$ cat config.mk
export PLATFORM = sky130hd
export DESIGN_NAME = dram_req_fifo
export DESIGN_NICKNAME = d
export VERILOG_FILES = /design/src/rtl/dram_req_fifo.sv
export SDC_FILE = /design/constraint.sdc
export NUM_CORES = 1
export LEC_CHECK = 0
export BUFFER_PORTS_ARGS = -buffer_cell sky130_fd_sc_hd__clkbuf_2
export CORE_UTILIZATION = 59
export CTS_BUF_LIST = sky130_fd_sc_hd__clkbuf_8
export DETAILED_ROUTE_END_ITERATION = 12
export GPL_TIMING_DRIVEN = 0
export HOLD_SLACK_MARGIN = 0.1
export MAX_ROUTING_LAYER = met4
export PLACE_DENSITY = 0.76
export SYNTH_ARGS = -nofsm -noshare
export SYNTH_HDL_FRONTEND = slang
export SYNTH_SLANG_ARGS = --single-unit
$ cat constraint.sdc
create_clock -name clk -period 10.1 [get_ports clk]
set_clock_uncertainty 0.2 [all_clocks]
set_input_delay 0.505 -clock clk [delete_from_list [all_inputs] [get_ports clk]]
set_output_delay 0.505 -clock clk [all_outputs]
set_load 0.05 [all_outputs]
$ cat src/rtl/dram_req_fifo.sv
// dram_req_fifo: FWFT request queue feeding the DRAM command generator, with occupancy, peak watermark and a sticky pop-while-empty flag
module dram_req_fifo #(
    parameter int DEPTH  = 16,
    parameter int ADDR_W = 32,
    parameter int DATA_W = 32,
    parameter int CNT_W  = $clog2(DEPTH) + 1
) (
    input  logic              clk,
    input  logic              reset,
    input  logic              in_valid,
    output logic              in_ready,
    input  logic [ADDR_W-1:0] in_addr,
    input  logic [DATA_W-1:0] in_wdata,
    input  logic              in_rw,
    output logic [ADDR_W-1:0] address,
    output logic [DATA_W-1:0] write_data,
    output logic              r_w,
    output logic              fifo_empty,
    input  logic              pop,
    output logic [CNT_W-1:0]  count,
    output logic [CNT_W-1:0]  max_count,
    output logic              pop_err
);
    localparam int AW = $clog2(DEPTH);
    localparam int EW = ADDR_W + DATA_W + 1;

    logic [EW-1:0]    mem_q [DEPTH];
    logic [AW:0]      wptr_q, wptr_d, rptr_q, rptr_d;
    logic [CNT_W-1:0] count_q, count_d, max_q, max_d;
    logic             err_q, err_d;
    logic             full, empty, push, retire;

    assign empty      = wptr_q == rptr_q;
    assign full       = (wptr_q[AW-1:0] == rptr_q[AW-1:0]) && (wptr_q[AW] != rptr_q[AW]);
    assign push       = in_valid && !full;
    assign retire     = pop && !empty;
    assign in_ready   = !full;
    assign fifo_empty = empty;
    assign count      = count_q;
    assign max_count  = max_q;
    assign pop_err    = err_q;
    assign {address, write_data, r_w} = empty ? '0 : mem_q[rptr_q[AW-1:0]];

    // Next-state for pointers, occupancy, watermark and error flag
    always_comb begin
        wptr_d  = push ? wptr_q + (AW+1)'(1) : wptr_q;
        rptr_d  = retire ? rptr_q + (AW+1)'(1) : rptr_q;
        count_d = (push && !retire) ? count_q + CNT_W'(1) :
                  (retire && !push) ? count_q - CNT_W'(1) : count_q;
        max_d   = (count_d > max_q) ? count_d : max_q;
        err_d   = err_q || (pop && empty);
    end

    // Control state; active-low synchronous reset drops every queued entry
    always_ff @(posedge clk) begin
        if (!reset) begin
            wptr_q  <= '0;
            rptr_q  <= '0;
            count_q <= '0;
            max_q   <= '0;
            err_q   <= 1'b0;
        end else begin
            wptr_q  <= wptr_d;
            rptr_q  <= rptr_d;
            count_q <= count_d;
            max_q   <= max_d;
            err_q   <= err_d;
        end
    end

    // Entry storage; not reset since pointers alone define validity
    always_ff @(posedge clk) begin
        if (push && reset) mem_q[wptr_q[AW-1:0]] <= {in_addr, in_wdata, in_rw};
    end
endmodule

=== After elaboration in Yosys (flattened, before gate mapping) ===
Memory sizes are Yosys's and may differ from the RTL's. A register that Yosys moved wholly into a read port is not among the register bits.
Index checks and enable logic that the tools add are counted.

* Add/sub/neg operators: 4
* Magnitude comparators: 1
* Eq/ne operators: 3
* Multiplexer cells: 7
* Reductions and logical operators: 12

{| class="wikitable"
|+ Operator list
! kind !! count
|-
| $mux W65 || 1
|-
| $add A5 B1 Y5 const B || 3
|-
| $mux W5 || 2
|-
| $mux W4 || 2
|-
| $logic_and A1 B1 Y1 || 7
|-
| $eq A5 B5 Y1 || 1
|-
| $gt A5 B5 Y1 || 1
|-
| $sub A5 B1 Y5 const B || 1
|-
| $eq A4 B4 Y1 || 1
|-
| $logic_not A1 Y1 || 4
|-
| $mux W1 || 2
|-
| $logic_or A1 B1 Y1 || 1
|-
| $ne A1 B1 Y1 || 1
|}

* Flip-flop bits (word level): 21
* Memory bits (writable): 1040
* Logic and storage cells: 33
* Memories: 1

{| class="wikitable"
|+ Memory list
! name !! depth !! bits a word !! rd ports !! clocked after memory_dff !! write ports !! RTL line !! text
|-
| mem_q || 16 || 65 || 1 || 1 || 1 || 27 || <nowiki>logic [EW-1:0] mem_q [DEPTH];</nowiki>
|}

=== Longest topological paths before layout ===
Gate-level depths: netlist of the first run.

* Depth after elaboration: 9
* Gate-level depth with buffers: 14
* Depth with buffers taken out: 13

=== Worst setup path after synthesis of the first run ===
Ideal clock, no wire load.

* Path type: flip-flop to flip-flop
* From: reg wptr_q[3]
* To: mem mem_q[0][0] (netlist name), enable pin
* Setup time: 0.649 ns
* Data arrival time: 7.341 ns
* Slack: 1.910 ns
* Cell stages (with the launch flop): 7
* Path buffers: 2
* Cell sequence: dfxtp_1 buf_2 xnor2_1 nand4_1 o21ai_1 buf_2 nor4_1

* Longest elaborated chain between the ends: 7

{| class="wikitable"
|+ RTL lines
! item !! RTL line !! text
|-
| start, declared || 28 || <nowiki>logic [AW:0] wptr_q, wptr_d, rptr_q, rptr_d;</nowiki>
|-
| start signal, assigned || 63 || <nowiki>wptr_q <= wptr_d;</nowiki>
|-
| $eq A4 B4 Y1 || 34 || <nowiki>assign full = (wptr_q[AW-1:0] == rptr_q[AW-1:0]) && (wptr_q[AW] != rptr_q[AW]);</nowiki>
|-
| $logic_and A1 B1 Y1 || 34 ||
|-
| $logic_not A1 Y1 || 35 || <nowiki>assign push = in_valid && !full;</nowiki>
|-
| $logic_and A1 B1 Y1 || 35 ||
|-
| $logic_and A1 B1 Y1 || 73 || <nowiki>if (push && reset) mem_q[wptr_q[AW-1:0]] <= {in_addr, in_wdata, in_rw};</nowiki>
|-
| $mux W1 || 73 ||
|-
| $mux W1 (implied by the code) || 73 ||
|-
| end, declared || 27 ||
|}

Parallel ways exist; a longest one is shown, timed or not.

==> flow_summary.json, run 1 <==
{
  "ys_seq_area_share_pct": 77.4,
  "layout_min_cycle_time_ps": 4900,
  "yosys-top-cells-area": "edfxtp_1 (76%), mux4_2 (18%), dfxtp_1 (1.2%), nor2b_1 (1.0%), buf_6 (0.60%)",
  "peakVddDrop_mv": 0.171,
  "cpMaxStageDelayCell": "clkbuf_1",
  "num-fill-cells": 4125,
  "grt_antenna_before_repair": 5,
  "ctsLongestPathBuffers": 3,
  "cp-start-kind": "flip-flop",
  "synthArstFlopShare_pct": 0,
  "synth_cells": 1700,
  "dieArea_um2": 70600,
  "yosysWarnings": 0,
  "reg2reg_slack_ps": 6160,
  "netlist-cell-type-count": 37,
  "holdPathEnd": "pop_err",
  "cts-root-buf": "clkbuf_8",
  "ys.flop_type": "edfxtp_1",
  "syn_area_per_cell_um2": 24.1,
  "slew_headroom_pct": 10.1,
  "hpwl_um": 58400,
  "fin_setup_tns_ps": 0,
  "syn_area_um2": 41000,
  "fin_util_pct": 70.0,
  "worstMarginPinSlew_ps": 1350,
  "grtUsageTotal_pct": 27.9,
  "core_um2": 68700,
  "cts_resized": 0,
  "ys_seq_elements": 1065,
  "rows": 96,
  "vias": 20100,
  "yosysTopAreaCell": "edfxtp_1",
  "cts.clk_slew.worst_paths_ps": 70,
  "drtPass1Iterations": 5,
  "cts_tree": "yes",
  "r2r-start": "wptr_q[3]",
  "min_period_over_period_pct": 48.5,
  "crit_path_max_fanout": 10,
  "port_buffers": 146,
  "path_cells": "buf_2 > clkbuf_1 > clkbuf_1 > mux4_2 > mux4_2 > nor2b_1 > clkbuf_2",
  "hold_class": "reg -> reg",
  "cp.required_ps": 9400,
  "pin_count": 147,
  "worstSkewPairLatency_ps": 790,
  "arrival_ps": 4190,
  "worstHoldPathCells": 2,
  "critical_path_buf_inv_count": 4,
  "die_h_um": 266,
  "max_cap_viol_count": 0,
  "critPathCaptureType": "output pin",
  "critPathTopFamily": "buffers and inverters",
  "cts_buffers": 163,
  "post_cts_buffers": 0,
  "die_width_um": 266,
  "synth_enable_flop_cells": 1040,
  "layout-drive-gt1-share_pct": 37.1,
  "fmax_mhz": 204,
  "grt_max_degree": 23,
  "reg2regPathDepth": 10,
  "grt_pass1_vias": 20800,
  "synthToLayoutAreaGrowth_pct": 17.3,
  "initial_core_util_pct": 59.7,
  "cts.sinks": 1065,
  "rsz0062_at_grt": "false",
  "nets": 2270,
  "yosys-top-cells-count": "edfxtp_1 (1,040), mux4_2 (325), nor2b_1 (66), clkbuf_1 (39), buf_2 (28)",
  "routed_wl_um": 92200,
  "postCtsHoldBufs": 68,
  "p_leak_nw": 15.5,
  "wl_per_cell_um": 28.4,
  "final_max_slew_viol_count": 0,
  "yosys.area.top_type_share_pct": 76.2,
  "post-synth-top-count-cell": "edfxtp_1",
  "cts.htree.levels": 4,
  "syn_nets": 1781,
  "grt_first_pass_wirelength_um": 135000,
  "hp-start": "pop_err",
  "power_density_nw_per_um2": 208,
  "r2r_end": "mem_q[2][55]",
  "place.gp.congestion": 0.776,
  "setup_viol": 0,
  "cpPeakStageDelay_ps": 720,
  "status": "completed",
  "vias_per_cell": 6.18,
  "gr-total-overflow": 0,
  "crit_type": "reg -> out",
  "finalHoldViolCount": 0,
  "drc": 0,
  "ant_nets": 0,
  "drt-initial-drc-count": 2220
}
==> tightest hold or removal path, cell delays in order, from the launching register on <==
cell and delay [ps]:
dfxtp_1 330, a21oi_1 40, nor2_1 70
==> power breakdown <==
part           switching (mW)  internal (mW)  total, mW  leakage (nW)
registers              0.0231           4.90       4.92          9.57
logic                    1.06          0.679       1.74          4.18
clock network            1.60           1.75       3.35          1.74
total                    2.68           7.33       10.0          15.5
==> per-layer routing <==
| layer | global-route usage, % | vias to the layer above | part of all wire [%] |
|---|---|---|---|
| met5 | - | - | 0 |
| met4 | 8.76 | 0 | 2.3 |
| met3 | 5.48 | 161 | 8.5 |
| met2 | 45.3 | 1015 | 52 |
| met1 | 36.1 | 10600 | 37 |
| li1 | - | 8273 | - |
==> cells in the final DEF, fill, tap and decap left out, types with 3 or more instances in the layout <==
master         instances
xnor2_1                6
edfxtp_1            1040
nand2_1               11
buf_16                 4
a21oi_1               10
buf_6                 59
diode_2                4
clkbuf_1              39
buf_2                 28
nor4_2                 4
clkinv_1              27
nor2_1                18
buf_12                22
clkinvlp_4             9
nand2b_1               3
ha_1                  12
buf_8                  6
buf_4                 41
nand4_1                4
mux2i_1               10
nor3_2                 4
xor2_1                 9
o21ai_0                9
dlygate4sd3_1         68
nor2b_1               66
mux4_2               325
dfxtp_1               25
clkbuf_2             146
bufinv_16              8
o211ai_1               4
nand3_1                4
inv_1                 67
nor2_4                 8
clkbuf_8             168
or3b_1                 3
clkinv_2              22
==> final cells by class <==
cell class	count	area [µm²]	area share, %
flip-flops and latches	1065	31700	65.9
plain buffers	89	534	1.11
repair buffers	324	2780	5.77
multi-input cells	531	8790	18.3
well taps	931	1160	2.42
clock buffers	168	2310	4.81
clock inverters	121	743	1.54
inverters	15	56.3	0.117
diodes	4	10.0	0.0208
==> sequential cells by signal (all words and copies together), names as in the netlist, named ones only <==
name,count
rptr_q,5
count,5
wptr_q,5
max_count,5
mem_q,1040
pop_err,1
==> metrics by stage <==
step	cell area, µm²	hold slack, ps	setup WS [ps]	power (mW)	std cells
after detailed placement	44400	261	6050	6.74	2887
final	48100	273	5200	10.0	3248
after global placement	42900	256	-6410	6.71	2777
after floorplan	41000	294	1910	6.27	1700
after CTS	48100	278	5140	10.1	3244
after global routing	48100	315	5050	10.3	3248
==> cells by family (layout without fill, tap and decap cells) <==
group,count (synthesis),in the layout,synth area share (%)
flip-flops,1065,1065,77.4
multiplexers,336,336,18.1
AND/OR/NAND/NOR,132,132,1.80
buffers and inverters,104,717,1.44
AO/OA/AOI/OAI,36,36,0.558
XOR/XNOR,15,15,0.320
adder cells (fa/ha/maj),12,12,0.366
other,0,4,0
==> worst max-delay path by stage <==
stage,startpoint,to,slack [ps],cells after the start
2_1_floorplan,wptr_q[3],mem_q[0][0],1910,6
3_3_place_gp,in_valid,mem_q[3][47],-6410,5
3_5_place_dp,wptr_q[2],address[6],6050,8
4_1_cts,flip-flop,write_data[3],5140,7
5_1_grt,wptr_q[2],address[6],5050,8
6_report,flip-flop,write_data[3],5200,7
(Power assumes the default switching activity.)
==> inputs of run 2 (changes only) <==
==> constraint.sdc (replaced) <==
create_clock -name clk -period 4.8 [get_ports clk]
set_clock_uncertainty 0.2 [all_clocks]
set_input_delay 0.24 -clock clk [delete_from_list [all_inputs] [get_ports clk]]
set_output_delay 0.24 -clock clk [all_outputs]
set_load 0.05 [all_outputs]
==> run 2 against run 1 <==
Net effect:
- wire length is 1.3% lower
- non-clock buffer count is 18 lower
- via count is 1.2% lower
- utilization is 0.21 points lower
- design area is 0.30% lower
- worst hold slack worse by 72 ps
- combinational power is 110% higher
- clock power is 99% higher
- critical endpoint is now write_data[14]
- highest routed layer unchanged
==> flow_summary.json, run 2 (same netlist as run 1, synthesis figures left out) <==
{
  "status": "completed",
  "pin_count": 147,
  "netSwitchingPower_mw": 5.57,
  "slew_headroom_pct": 15.7,
  "multi_input_area_um2": 8820,
  "worstMarginPinSlew_ps": 1270,
  "hold_class": "in -> reg",
  "grt_max_degree": 24,
  "hpwl_um": 58400,
  "port_buffers": 146,
  "final_cell_mix": "edfxtp_1 (1,040), mux4_2 (325), clkbuf_8 (169)",
  "fmax_mhz": 218,
  "power_mw": 20.7,
  "fin_hold_ws_ps": 201,
  "cts.sinks": 1065,
  "crit_type": "reg -> out",
  "num-fill-cells": 4059,
  "placed_cells": 2866,
  "post_cts_buffers": 0,
  "grtUsageTotal_pct": 27.4,
  "wl_per_cell_um": 28.3,
  "fin_cells": 3221,
  "combPwrFrac_pct": 17.7,
  "p_leak_nw": 15.3,
  "peakVddDrop_mv": 0.423,
  "core_um2": 68700,
  "nets": 2251,
  "cts-root-buf": "clkbuf_8",
  "topRoutingLayerUsed": "met4",
  "cts_buffers": 162,
  "cp-start-kind": "flip-flop",
  "setup_ws_ps": 223,
  "drtPass1Iterations": 6,
  "max_cap_viol_count": 0,
  "final_common_cell": "edfxtp_1",
  "die_h_um": 266,
  "rows": 96,
  "wl_met2_um": 47300,
  "setup_viol": 0,
  "arrival_ps": 4140,
  "critPathCaptureType": "output pin",
  "initial_core_util_pct": 59.7,
  "min_period_over_period_pct": 95.3,
  "ctsLongestPathBuffers": 3,
  "largest_register_ff_count": 1040,
  "grt_pass1_vias": 20900,
  "wl_met1_um": 33700,
  "worstSkewPairLatency_ps": 780,
  "power_density_nw_per_um2": 430,
  "place_ws_ps": 978,
  "drt-initial-drc-count": 2101,
  "p_sw_share_pct": 27.0,
  "cts_tree": "yes",
  "finalHoldViolCount": 0,
  "cts.htree.levels": 4,
  "routed_wl_um": 91000,
  "p_int_mw": 15.1,
  "p_clk_share_pct": 32.2,
  "seqCellArea_um2": 31700,
  "grt_antenna_before_repair": 7,
  "final_max_slew_viol_count": 0,
  "dr_wl_met3_um": 7960,
  "layout_min_cycle_time_ps": 4580,
  "fin_setup_tns_ps": 0,
  "vias_per_cell": 6.16,
  "vias": 19800,
  "synthToLayoutAreaGrowth_pct": 17.0,
  "drc": 0,
  "crit_path_max_fanout": 10,
  "dieArea_um2": 70600,
  "cp.required_ps": 4360,
  "layout-drive-gt1-share_pct": 35.9,
  "place.gp.congestion": 0.776,
  "gr-total-overflow": 0,
  "die_width_um": 266,
  "cts.clk_slew.worst_paths_ps": 60,
  "grt_first_pass_wirelength_um": 132000,
  "ant_nets": 0,
  "rsz0062_at_grt": "false",
  "pwr-share-seq_pct": 50.1
}
-- run 2: repair_timing --
item / 4_1_cts / 5_1_grt
hold buffers: 71 / 0
hold endpoints to repair: 1065 / 0
setup endpoints to repair: 0 / 2
resized for setup: 0 / 1
-- run 2: per-stage QoR --
step / utilization [%] / area, µm²
after floorplan: - / 41000
after global placement: 62.5 / 42900
after detailed placement: 64.6 / 44400
after CTS: 69.8 / 47900
after global routing: 69.8 / 48000
final: 69.8 / 48000
-- run 2: power by group through the flow --
stage / Clock [mW] / Combinational [mW] / Sequential (mW)
final: 6.65 / 3.65 / 10.4
after global routing: 7.16 / 3.85 / 10.4
after CTS: 6.75 / 3.69 / 10.4
after detailed placement: 0 / 3.62 / 10.5
after global placement: 0 / 3.54 / 10.6
after floorplan: 0 / 2.56 / 10.6
-- run 2: final timing paths --
path	startpoint	endpoint	slack, ps	cells after the start
max	flip-flop	write_data[14]	220	7
min	in_addr[26]	mem_q[13][59]	200	2
max reg2reg	count[2]	max_count[0]	440	12
min reg2reg	pop_err	pop_err	280	2
-- run 2: area by class of cell --
cell class              instances  share of cell area (%)
plain buffers                  89                    1.11
repair buffers                306                    5.84
clock buffers                 169                    4.85
inverters                      15                   0.117
flip-flops and latches       1065                    66.1
multi-input cells             531                    18.4
well taps                     931                    2.43
diodes                          8                  0.0417
clock inverters               107                    1.07
-- run 2: layer usage --
metal,up-vias,GRT usage (%)
met3,143,6.38
met1,10500,34.5
met2,1010,44.8
met5,-,-
met4,0,8.50
li1,8228,-
-- run 2: critical path, stage by stage (launching register included) --
cell and delay (ps):
dfxtp_1 310, buf_2 310, clkbuf_1 630, clkbuf_1 730, mux4_2 420, mux4_2 470
nor2b_1 180, clkbuf_2 280
==> inputs of run 3 (changes only) <==
--- a/config.mk
+++ b/config.mk
@@ -6,6 +6,7 @@
 export NUM_CORES = 1
 export LEC_CHECK = 0
 export BUFFER_PORTS_ARGS = -buffer_cell sky130_fd_sc_hd__clkbuf_2
+export CORE_ASPECT_RATIO = 1.4
 export CORE_UTILIZATION = 59
 export CTS_BUF_LIST = sky130_fd_sc_hd__clkbuf_8
 export DETAILED_ROUTE_END_ITERATION = 12
@@ -16,3 +17,4 @@
 export SYNTH_ARGS = -nofsm -noshare
 export SYNTH_HDL_FRONTEND = slang
 export SYNTH_SLANG_ARGS = --single-unit
+export TNS_END_PERCENT = 30
==> run 3 against run 2 <==
Net effect:
- worst hold slack got worse by 9.7 ps
- total power rose by 0.46%
- die area barely moved
- design area fell by 0.26%
- clock-buffer cell count fell by 14
- first-iteration DRC count rose by 18%
==> flow_summary.json, run 3 (same netlist as run 1, synthesis figures left out) <==
{
  "status": "completed",
  "place.gp.congestion": 0.781,
  "max_cap_viol_count": 0,
  "fin_setup_tns_ps": 0,
  "largest_register_ff_count": 1040,
  "pin_count": 147,
  "cts.sinks": 1065,
  "met2_usage_pct": 45.8,
  "nets": 2234,
  "ant_nets": 0,
  "grtUsageTotal_pct": 28.5,
  "arrival_ps": 4280,
  "use_met3_pct": 5.74,
  "grt_pass1_vias": 20800,
  "crit_path_max_fanout": 10,
  "crit_top_cell": "mux4_2",
  "critical_path_buf_inv_count": 4,
  "peakVddDrop_mv": 0.206,
  "path_cells": "buf_2 > clkdlybuf4s15_1 > clkbuf_1 > mux4_2 > mux4_2 > nor2b_1 > clkbuf_2",
  "port_buffers": 146,
  "drt-initial-drc-count": 2488,
  "fmax_mhz": 212,
  "ctsLongestPathBuffers": 3,
  "top_usage_layer": "met2",
  "p_leak_nw": 15.2,
  "fin_area_um2": 47800,
  "grtUsageMet1_pct": 37.2,
  "cpMaxStageDelayCell": "clkbuf_1",
  "setup_ws_ps": 75.3,
  "vias": 20100,
  "cts.clk_slew.worst_paths_ps": 70,
  "die_h_um": 314,
  "crit_type": "reg -> out",
  "layout_min_cycle_time_ps": 4720,
  "cts.htree.levels": 4,
  "rsz0062_at_grt": "false",
  "cts-root-buf": "clkbuf_8",
  "die_width_um": 225,
  "cts_tree": "yes",
  "grt_first_pass_wirelength_um": 136000,
  "hpwl_um": 60400,
  "grt_max_degree": 25,
  "worstSkewPairLatency_ps": 800,
  "rows": 114,
  "cp-start-kind": "flip-flop",
  "hold_class": "in -> reg",
  "wl_per_cell_um": 29.5,
  "post_cts_buffers": 0,
  "placed_cells": 2860,
  "finalHoldViolCount": 0,
  "grt_antenna_before_repair": 3,
  "critPathCaptureType": "output pin",
  "post_dp_cell_area_um2": 44300,
  "critPathTopFamily": "buffers and inverters",
  "fin_cells": 3200,
  "final_max_slew_viol_count": 0,
  "power_mw": 20.7,
  "cp.required_ps": 4360,
  "final_common_cell": "edfxtp_1",
  "gr-total-overflow": 0,
  "dieArea_um2": 70600,
  "drc": 0,
  "synthToLayoutAreaGrowth_pct": 16.7,
  "slew_headroom_pct": 26.4,
  "min_period_over_period_pct": 98.4,
  "power_density_nw_per_um2": 434,
  "cts_buffers": 149,
  "routed_wl_um": 94400,
  "core_um2": 68900,
  "drtPass1Iterations": 5,
  "worstMarginPinSlew_ps": 1100,
  "cpPeakStageDelay_ps": 750,
  "layout-drive-gt1-share_pct": 35.8,
  "final_cell_mix": "edfxtp_1 (1,040), mux4_2 (325), clkbuf_8 (155)",
  "place_ws_ps": 865,
  "initial_core_util_pct": 59.5,
  "setup_viol": 0,
  "vias_per_cell": 6.28
}
==> run 3: cell count changes in the layout (fill, tap and decap cells not counted), sizes merged <==
cell	before	now
clkinv	39	56
bufinv	2	8
clkdlybuf4s15	0	1
diode	8	4
dlygate4sd3	71	70
inv	75	56
buf	139	136
clkbuf	354	339
==> run 3: repair_timing <==
item | CTS | global route
endpoints found under the hold margin | 1065 | 0
gates cloned | 0 | 0
endpoints found under the setup margin | 2 | 3
gates resized for setup | 1 | 5
hold buffers | 70 | 0
==> run 3: layout make-up <==
class / instances / area, µm²
inverters: 15 / 56.3
clock buffers: 155 / 2130
multi-input cells: 531 / 8820
well taps: 928 / 1160
plain buffers: 89 / 543
diodes: 4 / 10.0
fillers: 3969 / 21100
clock inverters: 111 / 684
flip-flops and latches: 1065 / 31700
repair buffers: 302 / 2700
==> run 3: final timing paths <==
kind | endpoint | start | depth (start not counted) | slack (ps)
max | write_data[0] | flip-flop | 7 | 80
min | mem_q[4][30] | in_wdata[29] | 2 | 190
max reg2reg | mem_q[1][54] | wptr_q[3] | 11 | 1050
min reg2reg | pop_err | pop_err | 2 | 330
==> run 3: layer usage <==
layer  share of wire [%]  wire [µm]  vias to the layer above
met2                  52      48900                     1151
met3                 8.7       8260                      151
met4                 2.4       2270                        0
met1                  37      35000                    10600
li1                    -          -                     8195
met5                   0          0                        -
==> run 3: stage by stage <==
stage	hold WS (ps)	utilization, %
final	191	69.4
after global routing	184	69.4
after CTS	113	69.4
after detailed placement	304	64.3
after global placement	285	62.3
after floorplan	139	-
==> run 3: where the power goes <==
part | total [mW] | switching (mW) | internal (mW) | leakage, nW
Clock | 6.71 | 3.28 | 3.43 | 1.56
Sequential | 10.4 | 0.0505 | 10.3 | 9.57
Combinational | 3.68 | 2.25 | 1.43 | 4.10
